==> src/rtl/piso_pkg.sv <==
// piso_pkg: shared width default and FSM state encoding for piso_tx
package piso_pkg;
  localparam int WIDTH_DEF = 4;
  typedef enum logic {IDLE = 1'b0, SHIFT = 1'b1} state_t;
endpackage

==> src/rtl/piso_tx_if.sv <==
// piso_tx_if: load handshake and serial output bundle of piso_tx
// master drives pi/load_valid and observes the rest; slave is the transmitter.
interface piso_tx_if #(parameter int WIDTH = piso_pkg::WIDTH_DEF) ();
  logic [WIDTH-1:0] pi;
  logic             load_valid;
  logic             load_ready;
  logic             so;
  logic             so_valid;
  logic             last;
  logic             busy;
  modport master (output pi, load_valid, input load_ready, so, so_valid, last, busy);
  modport slave  (input pi, load_valid, output load_ready, so, so_valid, last, busy);
endinterface

==> src/rtl/piso_tx.sv <==
// piso_tx: parallel-in serial-out transmitter, MSB first, one-word holding buffer
// Ports: clk (rising edge), rst_n (async active-low), bus (piso_tx_if.slave):
//   pi/load_valid/load_ready load handshake, so/so_valid/last serial stream, busy.
module piso_tx
  import piso_pkg::*;
#(
  parameter int WIDTH = WIDTH_DEF
) (
  input logic       clk,
  input logic       rst_n,
  piso_tx_if.slave  bus
);
  localparam int CW = $clog2(WIDTH);
  state_t           r_state, w_next;
  logic [WIDTH-1:0] r_shreg, r_hold;
  logic             r_hold_full;
  logic [CW-1:0]    r_cnt;
  logic             w_accept, w_end;
  assign w_accept = bus.load_valid && !r_hold_full;
  assign w_end    = (r_state == SHIFT) && (r_cnt == CW'(WIDTH - 1));
  always_ff @(posedge clk or negedge rst_n)
    if (!rst_n) r_state <= IDLE;
    else        r_state <= w_next;
  // Stay in SHIFT across a word boundary whenever another word is available.
  always_comb
    w_next = (r_state == IDLE) ? (w_accept ? SHIFT : IDLE)
           : (w_end && !r_hold_full && !w_accept) ? IDLE : SHIFT;
  always_ff @(posedge clk or negedge rst_n)
    if (!rst_n) begin
      r_shreg     <= '0;
      r_hold      <= '0;
      r_hold_full <= 1'b0;
      r_cnt       <= '0;
    end else if (r_state == IDLE) begin
      if (w_accept) begin
        r_shreg <= bus.pi;
        r_cnt   <= '0;
      end
    end else if (w_end) begin
      r_cnt <= '0;
      if (r_hold_full) begin
        r_shreg     <= r_hold;
        r_hold_full <= 1'b0;
      end else
        r_shreg <= w_accept ? bus.pi : {r_shreg[WIDTH-2:0], 1'b0};
    end else begin
      r_shreg <= {r_shreg[WIDTH-2:0], 1'b0};
      r_cnt   <= r_cnt + CW'(1);
      if (w_accept) begin
        r_hold      <= bus.pi;
        r_hold_full <= 1'b1;
      end
    end
  always_comb begin
    bus.so         = (r_state == SHIFT) && r_shreg[WIDTH-1];
    bus.so_valid   = (r_state == SHIFT);
    bus.last       = w_end;
    bus.busy       = (r_state == SHIFT) || r_hold_full;
    bus.load_ready = !r_hold_full;
  end
endmodule

==> src/flat_wrapper.sv <==
// flat-port wrapper written by rule: the top's interface ports become plain ports
module piso_tx_flat import piso_pkg::*;
#(
  parameter int WIDTH = WIDTH_DEF
)
  (clk, rst_n, bus_pi, bus_load_valid, bus_load_ready, bus_so, bus_so_valid, bus_last, bus_busy);
  piso_tx_if #(.WIDTH(WIDTH)) bus_i ();
  input logic clk;
  input logic rst_n;
  input wire logic [$bits(bus_i.pi)-1:0] bus_pi;
  input wire logic [$bits(bus_i.load_valid)-1:0] bus_load_valid;
  output wire logic [$bits(bus_i.load_ready)-1:0] bus_load_ready;
  output wire logic [$bits(bus_i.so)-1:0] bus_so;
  output wire logic [$bits(bus_i.so_valid)-1:0] bus_so_valid;
  output wire logic [$bits(bus_i.last)-1:0] bus_last;
  output wire logic [$bits(bus_i.busy)-1:0] bus_busy;
  assign bus_i.pi = bus_pi;
  assign bus_i.load_valid = bus_load_valid;
  assign bus_load_ready = bus_i.load_ready;
  assign bus_so = bus_i.so;
  assign bus_so_valid = bus_i.so_valid;
  assign bus_last = bus_i.last;
  assign bus_busy = bus_i.busy;
  piso_tx #(.WIDTH(WIDTH)) u_core (.clk(clk), .rst_n(rst_n), .bus(bus_i));
endmodule
==> config.mk <==
export PLATFORM = sky130hd
export DESIGN_NAME = piso_tx_flat
export DESIGN_NICKNAME = d
export VERILOG_FILES = /design/src/rtl/piso_pkg.sv /design/src/rtl/piso_tx_if.sv /design/src/rtl/piso_tx.sv /design/src/flat_wrapper.sv
export SDC_FILE = /design/constraint.sdc
export NUM_CORES = 1
export LEC_CHECK = 0
export BUFFER_PORTS_ARGS = -buffer_cell sky130_fd_sc_hd__clkbuf_2
export CAP_MARGIN = 0
export CORE_AREA = 3 3 40 42
export CTS_CLUSTER_DIAMETER = 100
export CTS_CLUSTER_SIZE = 16
export DETAILED_ROUTE_END_ITERATION = 12
export DIE_AREA = 0 0 43 45
export PLACE_DENSITY = 0.74
export SKIP_LAST_GASP = 1
export SYNTH_ARGS = -nofsm -noshare
export SYNTH_HDL_FRONTEND = slang
export SYNTH_SLANG_ARGS = --single-unit
==> constraint.sdc <==
create_clock -name clk -period 1.65 [get_ports clk]
set_input_delay 0.165 -clock clk [delete_from_list [all_inputs] [get_ports clk]]
set_output_delay 0.165 -clock clk [all_outputs]
set_load 0.005 [all_outputs]
==> results.txt, run 1 <==
- Average detailed-routed wire length per instance: about 14 µm
* Hold Crit Depth: 2
* Min Tclk post-route: between 1000 and 1500 ps
- First-pass iteration count of the detailed router: 4
* Share of Yosys cell area claimed by the top area cell type: 0.491
- Average cell area after synthesis: 10.9 µm²
- Row cnt: 13
* Busiest metal layer after global routing: met2
- The signal on the critical path passes through ha_1 > nand2_1 > inv_1 > clkbuf_2.
* Final-stage net count: 79
- In this run the critical register-to-register path is launched from u_core.r_cnt[0]$_DFFE_PN0P_.
- Overall track demand over capacity in global routing: 0.137
- Die extent in y: around 45 µm
- Critical setup path kind: register to output pin
- Async set-or-reset flop fraction in the synthesized netlist: 1.00
- Cell area after layout: approximately 700 µm²
* Met1 GRT Util: 0.179
- Clock-pin slew on the worst setup and hold paths: 80 ps
- At the worst endpoint, the arrival time is 1310 ps.
* Slowest stage cell, crit path: sky130_fd_sc_hd__dfrtp_1
* Global route overflow: 0
* Routability-driven placement congestion ratio: about 0.76
- Final count of pins violating max slew: 0
- STA classifies the critical path startpoint as a register.
* Number of setup buffers added after CTS: 0
- Power density relative to cell area: about 1800 nW/µm²
- Compared with the post-synthesis result, the final layout area differs by 17.0%.
- Of the total synthesized cell area, the portion taken by full adders, half adders and majority gates is 0.0204.
- Top area cells in the synthesized netlist: sky130_fd_sc_hd__dfrtp_1 49%, sky130_fd_sc_hd__mux2_2 7.4%, sky130_fd_sc_hd__mux2i_1 4.9%, sky130_fd_sc_hd__a22oi_1 3.7%, sky130_fd_sc_hd__nand2_1 3.7%
* Dominant cell type by area after synthesis: sky130_fd_sc_hd__dfrtp_1
- First-pass GRT wire length: about 2000 µm
- The initial antenna violation count came to 0.
* DRT iter0 DRCs: 14
- Fraction of layout cells with a size suffix above 1: 0.314
- Mapped Nets: 64
- The final route contains ~480 vias.
- Detailed-placement wirelength estimate: just under 900 µm
- Pin count of the biggest net entering global routing: 16
* Antenna Nets Post-Route: 0
* Parity-gate share of the synthesized area counting xor and xnor cells: 0
* Register-to-register setup slack: 230 ps
- Maximum clock path buffer count: 2
- Once placement finished, the instance area stood at roughly 670 µm².
- Largest family of logic cells by synthesized area: compound AO/OA/AOI/OAI gates
- For this run, the register share of the synthesized area comes to 0.491.
- Remaining max-slew budget at the tightest pin: 0.713
- R2R depth: 3
- For this run, global-route usage on met3 was measured as 0.0279.
* Unique masters post-synth: 22
- In this run the standard cell core region covers 1280 µm².
* Endpoint, Worst Hold: u_core.r_hold[3]$_DFFE_PN0P_
- The clock reaches the later pin of the worst-skew pair after approximately 270 ps.
- Clock sinks: 12
- STA classifies the critical path endpoint as an output pin.
* Num ports: 12
- The endpoint identified for the worst register-to-register timing path is u_core.r_hold[2]$_DFFE_PN0P_.
* Floorplan die area: 1940 µm²
* Final routed DRC violation total: 0
- Number of synthesized register bits: 12
- Achievable Freq: around 680 MHz
* Final setup skew: 3.92 ps
- Hold Buf Count CTS: 1
- Die outline width: 43 µm
* Post-synthesis simple-gate area fraction: 0.147
- Final TNS setup: 0 ps
* Ant. Diodes: 0
* Max H-tree Level: 1
- The min-delay analysis places its worst path in the category input port to register.
* Inserted Clock Buffers: 3
- Across the run, the number of max-cap violations was 0.
- Worst path top cell family by delay: flip-flops
- Initial standard-cell utilization of the core: 0.476
* Largest stage delay on the critical path: around 400 ps
- Worst vdd ir: 0.820 mV
- The number of buffers and inverters on the critical path is 2.
* Hold violation total from the final report: 0
* Lkg Pwr: 0.341 nW
- Total of cells resized after clock tree synthesis: 0
- Layout filler cell count: ~120
* Share of the synthesized area in compound gates (AO/OA/AOI/OAI): 0.155
* Synth warn: 0
- Setup violations remaining at the end of the flow were counted as 0.
- The synthesized design contains 0 enable-type register cells.
* Transition time of the tightest slew-check pin: between 400 and 500 ps
* Maximum fanout encountered on the critical timing path: 5
- CTS tree: yes
- In the post-synthesis netlist, the cell with the most instances is sky130_fd_sc_hd__dfrtp_1.
* Number of buffers added on ports: 11
- Clock root cell: sky130_fd_sc_hd__clkbuf_4
* Period utilization: 0.891
- Number of global-route vias before repair: around 460
- Dominant register cell in the synthesized netlist: sky130_fd_sc_hd__dfrtp_1
* GRT met2 Usage: 0.225
- Fraction of synthesized area in multiplexers: 0.123
- Synthesized instance count: 56
- The mapped netlist covers around 600 µm².
- Hold path startpoint: bus_pi[3]
* Setup repair after global routing missed its margin: no
* Vias per Instance: between 5 and 6
- Power comes to around 1.3 mW.
- Result of the run: finished, final reports clean
- Req. time, crit path: 1480 ps
- For this block, the routed nets add up to roughly 1200 µm of wire.
* Commonest cells in the netlist: 12 x sky130_fd_sc_hd__dfrtp_1, 6 x sky130_fd_sc_hd__nand2_1, 4 x sky130_fd_sc_hd__inv_1, 4 x sky130_fd_sc_hd__mux2_2, 4 x sky130_fd_sc_hd__nand3_1
[state kept, by name, indices dropped and copies added, names as in the netlist]
| signal | count |
|---|---|
| u_core.r_cnt | 2 |
| u_core.bus.so_valid | 1 |
| u_core.r_shreg | 4 |
| u_core.r_hold | 4 |
| u_core.r_hold_full | 1 |
[report_power, final]
| part | leakage [nW] | switching, mW | internal, mW | total, mW |
|---|---|---|---|---|
| logic | 0.175 | 0.281 | 0.261 | 0.542 |
| registers | 0.145 | 0.104 | 0.428 | 0.532 |
| clock network | 0.0210 | 0.100 | 0.134 | 0.234 |
[worst register-to-register path: cells and delay by family, from the launching register on]
family | cells | cell delay, ps
DFF | 1 | 400
muxes | 1 | 370
adders and majority gates | 1 | 280
and+or+nand+nor | 1 | 280
[layout make-up]
cell class                 instances  area (µm²)  share of cell area
multi-input combinational         37         273               0.381
clock buffer                       4        36.3              0.0507
timing repair buffer              13        72.6               0.101
inverter                           4        15.0              0.0210
tap                               15        18.8              0.0262
sequential                        12         300               0.420
[through the flow]
step,util,std cells,setup slack [ps],hold slack (ps)
6_report,0.557,85,180,147
5_1_grt,0.557,85,108,161
4_1_cts,0.557,85,174,144
3_5_place_dp,0.521,80,225,63.5
3_3_place_gp,0.521,80,262,62.6
2_1_floorplan,-,56,319,-131
[cell families after synthesis]
logic type                 Yosys count
buffers and inverters                7
DFF                                 12
muxes                                7
adders and majority gates            1
AOI/OAI and AO/OA                   14
and+or+nand+nor                     15
[worst max path at each step]
stage / start / cells past startpoint / endpoint / slack, ps
2_1_floorplan: u_core.r_cnt[0]$_DFFE_PN0P_ / 3 / u_core.r_hold[0]$_DFFE_PN0P_ / 320
3_3_place_gp: u_core.r_cnt[0]$_DFFE_PN0P_ / 3 / u_core.r_hold[2]$_DFFE_PN0P_ / 260
3_5_place_dp: u_core.r_cnt[0]$_DFFE_PN0P_ / 3 / u_core.r_hold[1]$_DFFE_PN0P_ / 220
4_1_cts: u_core.r_cnt[0]$_DFFE_PN0P_ / 4 / bus_last / 170
5_1_grt: u_core.r_cnt[0]$_DFFE_PN0P_ / 4 / bus_last / 110
6_report: u_core.r_cnt[0]$_DFFE_PN0P_ / 4 / bus_last / 180
[layer usage]
metal  wire, µm  vias up
met2        549       22
met5          0        -
met3         91        2
met4         21        0
met1        558      228
li1           -      232
[cell usage in the layout, fill, tap and decap left out, types with 2 or more instances in the layout]
cell type,n
sky130_fd_sc_hd__a22oi_1,3
sky130_fd_sc_hd__clkbuf_2,11
sky130_fd_sc_hd__clkbuf_4,3
sky130_fd_sc_hd__dfrtp_1,12
sky130_fd_sc_hd__inv_1,4
sky130_fd_sc_hd__mux2_2,4
sky130_fd_sc_hd__mux2i_1,3
sky130_fd_sc_hd__nand2_1,6
sky130_fd_sc_hd__nand3_1,4
sky130_fd_sc_hd__o21ai_0,3
sky130_fd_sc_hd__o221ai_1,2
sky130_fd_sc_hd__o22ai_1,2
Power figures use the tool's default switching activity.
==> run 2: changes to the inputs <==
==> constraint.sdc (replaced) <==
create_clock -name clk -period 1.65 [get_ports clk]
set_input_delay 0.33 -clock clk [delete_from_list [all_inputs] [get_ports clk]]
set_output_delay 0.33 -clock clk [all_outputs]
set_load 0.005 [all_outputs]
==> run 2 against run 1 <==
Flip-flop and latch count is the same. Design area rose by 0.52%. Critical path depth unchanged. First-iteration DRC count decreased by 14%. Largest power group is now sequential cells. Global-route usage grew 0.40 points.
==> results.txt, run 2 (synthesis results as in run 1) <==
- Result of the run: finished, final reports clean
- Overall power: 1.31 mW (about the same)
- Number of global-route vias before repair: 442 (-4.5%)
- The overall via count from detail_route came to 491 (+1.4%).
- R2r startpoint: u_core.r_cnt[0]$_DFFE_PN0P_
- The achievable frequency was 627 MHz (-7.8%).
- Largest regs: u_core.r_hold x4, u_core.r_shreg x4, u_core.r_cnt x2
- The count of maximum capacitance violations was 0 (unchanged).
* Period utilization: 0.967 (+0.0755)
- The post-layout net count was 79 (unchanged).
- The final setup violation count came to 0 (unchanged).
* CP Launch Type: register
- The total leakage power was 0.341 nW (about the same).
* Die outline width: 43 µm (unchanged)
- Max H-tree Level: 1 (unchanged)
- The worst hold path begins at bus_pi[3].
- Compared with the post-synthesis result, the final layout area differs by 17.6%.
* Worst vdd ir: 0.796 mV (-2.9%)
- Power density relative to cell area: 1820 nW/µm² (-0.48%)
- Clock-pin slew on the worst setup and hold paths: 80 ps (about the same)
* Clock root cell: sky130_fd_sc_hd__clkbuf_4
- The number of nets with antenna violations after routing came to 0 (unchanged).
- Number of antenna violations at the first check in global routing: 0 (unchanged)
- Cell area after layout: 719 µm² (+0.52%)
- Critical setup path kind: register to output pin
* Placeable core region: 1280 µm² (unchanged)
* Final TNS setup: 0 ps (unchanged)
- The fraction of layout cells with a size suffix above 1 came to 0.343 (+0.0286).
- Utilization after layout: 0.560 (+0.00292)
- Final count of pins violating max slew: 0 (unchanged)
* First-pass GRT wire length: 1950 µm (-1.8%)
- Num ports: 12 (unchanged)
* Maximum clock path buffer count: 2 (unchanged)
- Final setup skew: 6.88 ps (+2.95 ps)
- Class of the tightest hold or removal check: input port to register
- Number of setup buffers added after CTS: 0 (unchanged)
- The worst reg-to-reg path cell count came to 3 (unchanged).
- Global route overflow: 0 (unchanged)
- Transition time of the tightest slew-check pin: 392 ps (-34.5 ps)
- The sink count of the clock tree was 12 (unchanged).
- CTS tree: yes
* Row cnt: 13 (unchanged)
* Final routed DRC violation total: 0 (unchanged)
- Inserted Clock Buffers: 3 (unchanged)
* Floorplan die area: 1940 µm² (unchanged)
- Crit path launch: u_core.r_cnt[0]$_DFFE_PN0P_
* Routability-driven placement congestion ratio: 0.780 (+2.3%)
* Maximum fanout encountered on the critical timing path: 5 (unchanged)
- Ant. Diodes: 0 (unchanged)
- DRT iter0 DRCs: 12 (-2)
* Die extent in y: 45 µm (unchanged)
- Hold Crit Depth: 2 (unchanged)
- Post-Route Hold Slack: 320 ps (+173 ps)
- The wire length reported by the detailed router is 1160 µm (-5.2%).
- First-pass iteration count of the detailed router: 4 (unchanged)
- Average detailed-routed wire length per instance: 13.6 µm (-5.2%)
- Endpoint kind of the worst setup timing path: output pin
- The total global-route track usage came to 0.141 (+0.00399).
* Pin count of the biggest net entering global routing: 13 (-3)
- Req. time, crit path: 1320 ps (-160 ps)
- Data arrival at the endpoint of the critical path: 1260 ps (-50 ps)
- Number of buffers added on ports: 11 (unchanged)
- Initial standard-cell utilization of the core: 0.476 (unchanged)
- The placement-stage cell area was 669 µm² (unchanged).
- Latest clock arrival within the worst-skew pair: 280 ps (about the same)
- Vias per Instance: 5.78 (+1.4%)
- In the layout the commonest cells are 11 x sky130_fd_sc_hd__clkbuf_2, 11 x sky130_fd_sc_hd__dfrtp_1, 5 x sky130_fd_sc_hd__nand2_1.
* Detailed-placement wirelength estimate: 842 µm (-5.4%)
- Hold violation total from the final report: 0 (unchanged)
- Remaining max-slew budget at the tightest pin: 0.739 (+0.0260)
- The final critical delay including setup and external delays was 1590 ps (+125 ps).
-- run 2: critical path, stage by stage (launching register included) --
cell and delay (ps):
sky130_fd_sc_hd__dfrtp_1 400, sky130_fd_sc_hd__ha_1 290, sky130_fd_sc_hd__nand2_2 130, sky130_fd_sc_hd__inv_1 60, sky130_fd_sc_hd__clkbuf_2 110
-- run 2: power breakdown --
group	total [mW]	internal, mW	leakage, nW	switching [mW]
registers	0.543	0.430	0.145	0.113
logic	0.528	0.263	0.175	0.265
clock network	0.237	0.134	0.0210	0.102
-- run 2: per-layer routing --
layer	part of all wire	track usage
met5	0	0
met2	0.45	0.198
met3	0.066	0.0359
met4	0.031	0.108
met1	0.45	0.186
-- run 2: per-stage QoR --
stage          setup slack (ps)  cells
2_1_floorplan               319     56
3_5_place_dp                232     80
6_report                   55.1     85
3_3_place_gp                256     80
4_1_cts                    14.5     85
5_1_grt                   -8.60     85
-- run 2: worst paths after layout --
path / to / slack (ps)
setup / recovery: bus_last / 60
hold / removal: u_core.r_hold[3]$_DFFE_PN0P_ / 320
setup reg to reg: u_core.r_hold[2]$_DFFE_PN0P_ / 210
hold reg to reg: u_core.r_cnt[0]$_DFFE_PN0P_ / 510
max in group asynchronous: u_core.bus.so_valid$_DFF_PN0_ / 950
min in group asynchronous: u_core.r_hold_full$_DFFE_PN0P_ / 460
-- run 2: area by class of cell --
type                            instances  area, µm²
Clock buffer                            4       36.3
Fill cell                             128        566
Multi-Input combinational cell         37        275
Sequential cell                        12        302
Tap cell                               15       18.8
Inverter                                4       15.0
Timing Repair Buffer                   13       72.6
-- run 2: what timing repair did --
| action | 4_1_cts | 5_1_grt |
|---|---|---|
| resized for setup | 0 | 2 |
| hold buffers | 1 | 0 |
| setup endpoints to repair | 0 | 1 |
| hold endpoints to repair | 12 | 0 |
==> run 3: changes to the inputs <==
--- a/config.mk
+++ b/config.mk
@@ -7,11 +7,11 @@
 export LEC_CHECK = 0
 export BUFFER_PORTS_ARGS = -buffer_cell sky130_fd_sc_hd__clkbuf_2
 export CAP_MARGIN = 0
-export CORE_AREA = 3 3 40 42
+export CORE_AREA = 2 2 39 41
 export CTS_CLUSTER_DIAMETER = 100
 export CTS_CLUSTER_SIZE = 16
 export DETAILED_ROUTE_END_ITERATION = 12
-export DIE_AREA = 0 0 43 45
+export DIE_AREA = 0 0 41 43
 export PLACE_DENSITY = 0.74
 export SKIP_LAST_GASP = 1
 export SYNTH_ARGS = -nofsm -noshare
==> run 3 against run 2 <==
Critical path depth unchanged. Power shrank 4.6%. Final cell count stayed put. Die area shrank 8.9%. Maximum frequency is 3.2% higher. Via count decreased by 4.9%. Critical endpoint unchanged.
==> results.txt, run 3 (synthesis results as in run 1) <==
- The clock latency on the worst-skew pair came to 260 ps (-20 ps).
- The achievable frequency was 647 MHz (+3.2%).
* Die extent in y: 43 µm (-4.4%)
* Via count of the routed design: 467 (-4.9%)
- The placement-stage cell area was 671 µm² (+0.19%).
- First-pass GRT wire length: 1950 µm (-0.36%)
* Num ports: 12 (unchanged)
* Utilization after layout: 0.510 (-0.0499)
* Endpoint kind of the worst setup timing path: output pin
* Hold path startpoint: bus_pi[3]
* Final count of pins violating max slew: 0 (unchanged)
* Class of the tightest hold or removal check: input port to register
- TritonCTS built the clock tree.
- The number of H-tree levels was 1 (unchanged).
- The number of vias per cell came to 5.49 (-4.9%).
- Setup repair after global routing missed its margin: no
* Global route overflow: 0 (unchanged)
* Result of the run: finished, final reports clean
* Min Tclk post-route: 1550 ps (-49.1 ps)
* Antenna Nets Post-Route: 0 (unchanged)
- The post-layout net count is 79 (unchanged).
- Synthesis-to-finish area growth: 15.3%
* Final setup skew: 4.14 ps (-2.73 ps)
* Stages on worst setup path: 4 (unchanged)
* Layout filler cell count: 138 (+7.8%)
- The core region area came to 1380 µm² (+7.7%).
- Clock sinks: 12 (unchanged)
- The final count of hold timing violations was 0 (unchanged).
* Final TNS setup: 0 ps (unchanged)
- Critical setup path kind: register to output pin
* Clock root cell: sky130_fd_sc_hd__clkbuf_4
- The critical path goes through ha_2 > nand2_1 > inv_1 > clkbuf_2.
- Ant. Diodes: 0 (unchanged)
- The worst relative slew slack came to 0.725 (-0.0137).
- Req. time, crit path: 1320 ps (about the same)
- Transition time of the tightest slew-check pin: 412 ps (+20.6 ps)
- Leaving out fill and tap cells, the most frequent cell in the layout is sky130_fd_sc_hd__dfrtp_1.
- The die boundary width came to 41 µm (-4.7%).
* Post-Route Hold Slack: 334 ps (+13.6 ps)
- Detailed-placement wirelength estimate: 885 µm (+5.2%)
* Overall track demand over capacity in global routing: 0.166 (+0.0248)
* Worst vdd ir: 0.953 mV (+20%)
- Clock-pin slew on the worst setup and hold paths: 70 ps (about the same)
- The count of maximum capacitance violations is 0 (unchanged).
* DRT iter0 DRCs: 9 (-3)
- In the final layout, the registers with the most flip-flops are u_core.r_hold x4, u_core.r_shreg x4, u_core.r_cnt x2.
- Overall power: 1.25 mW (-4.6%)
- The post-CTS setup buffer count is 0 (unchanged).
- Tracing the worst setup path back leads to its startpoint at u_core.r_cnt[0]$_DFFE_PN0P_.
* Number of setup violations in the final report: 0 (unchanged)
* Sum of routed wire length over all layers: 1170 µm (+1.2%)
* Final routed DRC violation total: 0 (unchanged)
- The maximum number of pins on one net before global-route repair came to 13 (unchanged).
- The number of buffer and inverter instances along the worst setup path was 2 (unchanged).
- The startpoint identified for the worst register-to-register timing path is u_core.r_hold_full$_DFFE_PN0P_.
- Grouping stages by cell kind, the critical path spends the most delay in flip-flops.
- The fraction of layout cells with a size suffix above 1 is 0.319 (-0.0240).
- The number of global-route vias before repair was 458 (+3.6%).
- The library cells used most frequently in the layout, excluding fill and tap cells, are 12 x sky130_fd_sc_hd__dfrtp_1, 11 x sky130_fd_sc_hd__clkbuf_2, 6 x sky130_fd_sc_hd__nand2_1.
* Floorplan die area: 1760 µm² (-8.9%)
* Routability-driven placement congestion ratio: 0.768 (-1.5%)
- Sequential cell area: 300 µm² (-0.41%)
* Average detailed-routed wire length per instance: 13.8 µm (+1.2%)
* Maximum fanout encountered on the critical timing path: 5 (unchanged)
- STA classifies the critical path startpoint as a register.
- The power density over the cells was 1770 nW/µm² (-2.8%).
- The worst reg-to-reg path cell count came to 3 (unchanged).
* First-pass iteration count of the detailed router: 4 (unchanged)
- Area of combinational cells with multiple inputs: 275 µm² (unchanged)
* Hold Crit Depth: 2 (unchanged)
- Maximum clock path buffer count: 2 (unchanged)
* Largest stage delay on the critical path: 380 ps (-20 ps)
- The initial core utilization came to 0.442 (-0.0340).
* Row cnt: 14 (+1)
- The slowest stage of the critical path belongs to the cell sky130_fd_sc_hd__dfrtp_1.
- Inserted Clock Buffers: 3 (unchanged)
- The number of buffers added on ports is 11 (unchanged).
- Number of antenna violations at the first check in global routing: 0 (unchanged)
* Cell area after layout: 706 µm² (-1.9%)
- The fraction of the cycle the final worst path needs is 0.937 (-0.0297).
* Lkg Pwr: 0.332 nW (-2.6%)
* Data arrival at the endpoint of the critical path: 1220 ps (-40 ps)
[run 3: changes by cell type in the layout (fill, tap and decap cells not counted)]
cell,before,now
sky130_fd_sc_hd__ha_1,1,0
sky130_fd_sc_hd__nand2_1,5,6
sky130_fd_sc_hd__dfrtp_1,11,12
sky130_fd_sc_hd__nand2_2,1,0
sky130_fd_sc_hd__clkbuf_8,1,0
sky130_fd_sc_hd__dfrtp_2,1,0
sky130_fd_sc_hd__ha_2,0,1
[run 3: final cells by class]
| class | count | share of cell area |
|---|---|---|
| clock buffers | 3 | 0.0319 |
| well taps | 16 | 0.0284 |
| repair buffers | 13 | 0.103 |
| inverters | 4 | 0.0213 |
| flip-flops and latches | 12 | 0.426 |
| multi-input cells | 37 | 0.390 |
[run 3: worst paths after layout]
check                           slack [ps]                       endpoint
worst max-delay path                   100                       bus_last
worst min register to register         500    u_core.r_cnt[0]$_DFFE_PN0P_
max in group asynchronous              940   u_core.r_hold[1]$_DFFE_PN0P_
min in group asynchronous              470    u_core.r_cnt[0]$_DFFE_PN0P_
worst max register to register         260  u_core.r_shreg[2]$_DFFE_PN0P_
worst min-delay path                   330   u_core.r_hold[3]$_DFFE_PN0P_
[run 3: per-layer routing]
metal  vias to the layer above  routed length, µm  track usage
met5                         -                  0            0
met4                         0                  0        0.100
met3                         0                 60       0.0314
met2                        11                551        0.228
met1                       226                560        0.232
li1                        230                  -            -
[run 3: power by group]
part	internal [mW]	switching, mW
Clock	0.0843	0.0882
Combinational	0.263	0.261
Sequential	0.428	0.123
Total	0.775	0.472
[run 3: metrics by stage]
stage,setup WS (ps),cells
2_1_floorplan,319,56
3_3_place_gp,253,81
3_5_place_dp,224,81
4_1_cts,38.0,85
5_1_grt,6.26,85
6_report,104,85
[run 3: what timing repair did]
action                                 in CTS  in global routing
hold buffers                                1                  0
resized for setup                           0                  1
endpoints found under the hold margin      12                  0
setup endpoints to repair                   0                  1
